==> src/rtl/servo_pkg.sv <==
// Shared types and constants for the servo command arbiter.
package servo_pkg;

    typedef enum logic [1:0] {
        OFF    = 2'd0,
        ARB    = 2'd1,
        SETTLE = 2'd2
    } state_t;

    localparam int          NUM_REQ        = 4;
    localparam logic [7:0]  PARK_RATIO_DEF = 8'h80;

endpackage

==> src/rtl/servo_arbiter_rr.sv <==
// Round-robin winner select over 4 requesters, combinational.
// With SERVO_ARB_PRIORITY_EN defined, requester 0 always wins and 1-3 rotate among themselves.
module rr_arbiter
    import servo_pkg::*;
(
    input  logic [3:0] req,
    input  logic [1:0] last,
    output logic [1:0] winner,
    output logic       valid
);

    logic [1:0] idx;

    always_comb begin
        winner = 2'd0;
        valid  = 1'b0;
        idx    = 2'd0;
`ifdef SERVO_ARB_PRIORITY_EN
        if (req[0]) begin
            valid = 1'b1;
        end
        // Index 0 is skipped in the scan so a last grant of 0 or 3 both restart at 1.
        for (int i = 1; i <= NUM_REQ; i++) begin
            idx = last + 2'(i);
            if (!valid && idx != 2'd0 && req[idx]) begin
                winner = idx;
                valid  = 1'b1;
            end
        end
`else
        for (int i = 1; i <= NUM_REQ; i++) begin
            idx = last + 2'(i);
            if (!valid && req[idx]) begin
                winner = idx;
                valid  = 1'b1;
            end
        end
`endif
    end

endmodule

==> src/rtl/servo_arbiter.sv <==
// Grants one of 4 servo command requesters, then holds the servo for SETTLE_CYCLES before re-arbitrating.
// Optional SERVO_ARB_PRIORITY_EN gives requester 0 absolute priority.
module servo_arbiter
    import servo_pkg::*;
#(
    parameter logic [23:0] SETTLE_CYCLES = 24'd1_000_000,
    parameter logic [7:0]  PARK_RATIO    = PARK_RATIO_DEF
) (
    input  logic        clock,
    input  logic        reset_n,
    input  logic        enable_in,
    input  logic [3:0]  req,
    input  logic [31:0] req_ratio,
    output logic [3:0]  ack,
    output logic [1:0]  grant_id,
    output logic        busy,
    output logic        pwm_enable,
    output logic [7:0]  start_pwm_ratio,
    output logic [7:0]  target_pwm_ratio
);

    localparam logic [23:0] LAST_CNT = (SETTLE_CYCLES == 24'd0) ? 24'd0 : SETTLE_CYCLES - 24'd1;

    state_t      state, state_nxt;
    logic [23:0] cnt;
    logic [1:0]  win;
    logic        win_vld;
    logic        grant;

    rr_arbiter u_rr (
        .req    (req),
        .last   (grant_id),
        .winner (win),
        .valid  (win_vld)
    );

    assign start_pwm_ratio = PARK_RATIO;

    always_comb begin
        state_nxt  = state;
        grant      = 1'b0;
        pwm_enable = 1'b0;
        busy       = 1'b0;
        case (state)
            OFF: begin
                if (enable_in) state_nxt = ARB;
            end
            ARB: begin
                pwm_enable = 1'b1;
                if (!enable_in) begin
                    state_nxt = OFF;
                end else if (win_vld) begin
                    grant     = 1'b1;
                    state_nxt = SETTLE;
                end
            end
            SETTLE: begin
                pwm_enable = 1'b1;
                busy       = 1'b1;
                // enable_in is deliberately not looked at until the command completes.
                if (cnt >= LAST_CNT) state_nxt = ARB;
            end
            default: state_nxt = OFF;
        endcase
    end

    always_ff @(posedge clock or negedge reset_n) begin
        if (!reset_n) begin
            state            <= OFF;
            cnt              <= 24'd0;
            ack              <= 4'd0;
            grant_id         <= 2'd3;
            target_pwm_ratio <= PARK_RATIO;
        end else begin
            state <= state_nxt;
            ack   <= 4'd0;
            if (grant) begin
                ack              <= 4'b0001 << win;
                grant_id         <= win;
                target_pwm_ratio <= req_ratio[{win, 3'b000} +: 8];
                cnt              <= 24'd0;
            end else if (state == SETTLE && cnt != 24'hFF_FFFF) begin
                cnt <= cnt + 24'd1;
            end
        end
    end

endmodule
==> config.mk <==
export PLATFORM = sky130hd
export DESIGN_NAME = servo_arbiter
export DESIGN_NICKNAME = d
export VERILOG_FILES = /design/src/rtl/servo_pkg.sv /design/src/rtl/servo_arbiter_rr.sv /design/src/rtl/servo_arbiter.sv
export SDC_FILE = /design/constraint.sdc
export NUM_CORES = 1
export LEC_CHECK = 0
export ABC_CLOCK_PERIOD_IN_PS = 2700
export BUFFER_PORTS_ARGS = -buffer_cell sky130_fd_sc_hd__buf_2
export CORE_AREA = 4 4 95 97
export CTS_CLUSTER_SIZE = 24
export DETAILED_ROUTE_END_ITERATION = 10
export DIE_AREA = 0 0 99 101
export HOLD_SLACK_MARGIN = 0.05
export SYNTH_ARGS = -nofsm -noshare
export SYNTH_HDL_FRONTEND = slang
export SYNTH_HIERARCHICAL = 1
export SYNTH_SLANG_ARGS = --single-unit
==> constraint.sdc <==
create_clock -name clock -period 2.7 [get_ports clock]
set_clock_uncertainty 0.15 [all_clocks]
set_input_delay 0.405 -clock clock [delete_from_list [all_inputs] [get_ports clock]]
set_output_delay 0.405 -clock clock [all_outputs]
set_load 0.01 [all_outputs]
==> key figures <==
Route
  – Iter 0 DRT Violations: 88
  – Remaining DRCs: 0
  – Via count: 2032
  – Post-route ant nets: 0
  – Drt wl/cell: 13.2 um
  – DRT Pass-1 Iters: 4
  – Routed WL: 5490 um
  – DR vias/cell: 4.88

Setup path
  – CP Max Fanout: 14
  – Crit start category: flop
  – Crit end category: flop
  – Critical-path top delay cell: or4_1
  – Critical path data arrival time: 2.32 ns
  – CP cell instances: and4_1, and3_1, a31o_2, or4_1, a21oi_1
  – Slowest stage delay, CP: 0.48 ns
  – Crit path required time: 2.77 ns
  – CP Class: flop to flop

GRT
  – Antenna violations before repair: 0
  – Pin count of the biggest net entering global routing: 41
  – GRT overflow: 0
  – Vias in the first global route: 2052
  – First-pass GRT wire length: 9440 um
  – Total GRT Usage: 11.5%

Floorplan
  – Rows: 33
  – Initial Util: 29.3%
  – # IOs: 63
  – Core area: 8130 um^2
  – Full die area: 10000 um^2
  – Horiz. Die Dim: 99 um
  – Die H: 101 um

Logic synthesis
  – Syn Area/Cell: 9.21 um^2
  – Yosys warnings: 6
  – Post-synthesis register bit count: 40
  – Cell Area, Synth: 2390 um^2
  – Seq/Total Area, Yosys: 42.1%
  – Cell variety after synth: 44
  – Synthesized instance count: 259

Finish
  – Sequential Area: 1000 um^2
  – Antenna diodes: 0
  – Area of the multi-input gates: 1260 um^2
  – Share of layout cells above drive strength 1: 28.9%
  – Fillers: 836
  – Layout Nets: 354
  – Final Util: 34.9%
  – Area Growth Syn to Fin: 18.9%
  – Final instance area: 2840 um^2

Clock network
  – CTS tree: done
  – Hold-fix buffers, CTS: 0
  – Reg clk slew, reported paths: 0.09 ns
  – Clock insertion delay at the later pin of the skew report: 0.30 ns
  – Num Clock Sinks: 40
  – Number of H-tree levels: 2
  – Post-CTS Resized: 0
  – Clock Tree Buf Depth: 2
  – TritonCTS Buffers: 5
  – CTS root buf: clkbuf_8
  – Setup bufs post-CTS: 0

STA
  – Least-Margin Pin Slew: 0.913 ns
  – Setup violators final: 0
  – Fmax achieved: 445 MHz
  – Fin. Hold Viols: 0
  – Setup_tns: 0 ns
  – Relative slew slack: 39.1%
  – RSZ-0062 raised after global routing: false
  – Slew Viols, Final: 0
  – Final min period: 2.25 ns
  – Final worst-path cycle share: 83.2%

Power
  – Static leakage: 1.31 nW
  – Worst vdd ir: 0.358 mV
  – P per Cell Area: 697 nW/um^2

Place
  – RePlAce Congestion: 0.774
  – I/O Buffers: 54
  – Dpl cell area: 2740 um^2
  – Hpwl dp: 4110 um

Hold path
  – Hold WC Path Type: input pin to async pin

Job
  – Max_cap viols: 0

Status
  – Status: finished, final reports clean
==> flip-flops by register name (all words and copies together), names as in the netlist <==
register,count
state,2
grant_id,2
cnt,24
ack,4
target_pwm_ratio,8
==> where the power goes <==
| group | switching, mW | internal (mW) |
|---|---|---|
| Sequential | 0.0875 | 0.724 |
| Clock | 0.224 | 0.183 |
| Combinational | 0.409 | 0.350 |
| Total | 0.720 | 1.26 |
==> cell usage after synthesis (all sizes together) <==
cell | n | area, um^2
ha | 5 | 62.6
mux2i | 2 | 20.0
o21ai | 7 | 35.0
nand2 | 44 | 165
conb | 2 | 7.51
dfrtp | 37 | 926
nand4b | 1 | 8.76
or3 | 6 | 42.5
and2 | 3 | 18.8
nor3 | 5 | 25.0
a211oi | 3 | 22.5
o22ai | 1 | 6.26
nor3b | 1 | 7.51
clkbuf | 10 | 37.5
inv | 6 | 22.5
xnor2 | 11 | 96.3
a21o | 1 | 7.51
o311a | 1 | 10.0
and3 | 6 | 38.8
a21oi | 13 | 68.8
nand3 | 10 | 50.1
nor2 | 21 | 78.8
mux4 | 8 | 180
o21bai | 1 | 7.51
dfstp | 3 | 78.8
nor4 | 5 | 31.3
buf | 13 | 81.3
a31o | 4 | 35.0
o221ai | 1 | 15.0
a31oi | 7 | 43.8
or2 | 1 | 6.26
nand4 | 5 | 31.3
and2b | 1 | 7.51
nand2b | 4 | 25.0
o31ai | 2 | 15.0
or4 | 3 | 26.3
and4 | 4 | 35.0
xor2 | 1 | 8.76
==> per-layer routing <==
| metal | up-vias | wire [um] | track usage [%] |
|---|---|---|---|
| met4 | 0 | 74 | 3.68 |
| met1 | 951 | 2550 | 14.8 |
| met2 | 75 | 2430 | 18.2 |
| met5 | - | 0 | 0 |
| li1 | 1000 | - | - |
| met3 | 6 | 432 | 4.01 |
==> metrics by stage <==
step | std cells | hold slack [ns] | total power, mW | setup slack, ns
2_1_floorplan | 265 | -0.0406 | 1.33 | 0.318
3_3_place_gp | 408 | 0.300 | 1.58 | 0.513
3_5_place_dp | 408 | 0.299 | 1.60 | 0.470
4_1_cts | 416 | 0.106 | 2.02 | 0.447
5_1_grt | 416 | 0.150 | 2.15 | 0.279
6_report | 416 | 0.0783 | 1.98 | 0.453
==> placed cells by master, fill, tap and decap left out, types with 6 or more instances in the layout <==
cell type	count
nand2_1	44
a21oi_1	12
buf_4	7
a31oi_1	7
dfrtp_1	37
inv_1	6
xnor2_1	11
nand3_1	10
conb_1	8
o21ai_0	7
mux4_2	8
buf_2	54
nor2_1	21
==> worst paths after layout <==
| check | startpoint | end | slack, ns | depth (start not counted) |
|---|---|---|---|---|
| max in group asynchronous | reset_n | cnt[23]$_DFFE_PN0P_ | 1.74 | 1 |
| hold reg to reg | target_pwm_ratio[7]$_DFFE_PN1P_ | target_pwm_ratio[7]$_DFFE_PN1P_ | 0.31 | 2 |
| setup reg to reg | cnt[8]$_DFFE_PN0P_ | cnt[23]$_DFFE_PN0P_ | 0.45 | 5 |
| min in group clock | target_pwm_ratio[7]$_DFFE_PN1P_ | target_pwm_ratio[7]$_DFFE_PN1P_ | 0.31 | 2 |
| setup / recovery | cnt[8]$_DFFE_PN0P_ | cnt[23]$_DFFE_PN0P_ | 0.45 | 5 |
| hold / removal | reset_n | target_pwm_ratio[3]$_DFFE_PN0P_ | 0.08 | 1 |
==> worst max-delay path, delay by kind of cell, from the launching register on <==
family	cells	cell delay, ns
compound gates	2	0.49
flops	1	0.42
simple gates	3	1.12
==> final cells by class <==
type | count | area share (%)
Multi-Input combinational cell | 196 | 44.5
Sequential cell | 40 | 35.4
Timing Repair Buffer | 61 | 11.4
Tap cell | 105 | 4.63
Clock buffer | 5 | 2.43
Clock inverter | 3 | 0.838
Inverter | 6 | 0.794
==> kinds of logic (layout without fill, tap and decap cells) <==
family	Yosys count	in the layout	synth area share (%)
other	2	8	0.315
DFF	40	40	42.1
buffers and inverters	29	75	5.93
and+or+nand+nor	120	120	25.1
muxes	10	10	8.39
AOI/OAI and AO/OA	41	41	11.2
xor gates and xnor gates	12	12	4.40
adders and majority gates	5	5	2.62
(Power assumes the default switching activity.)
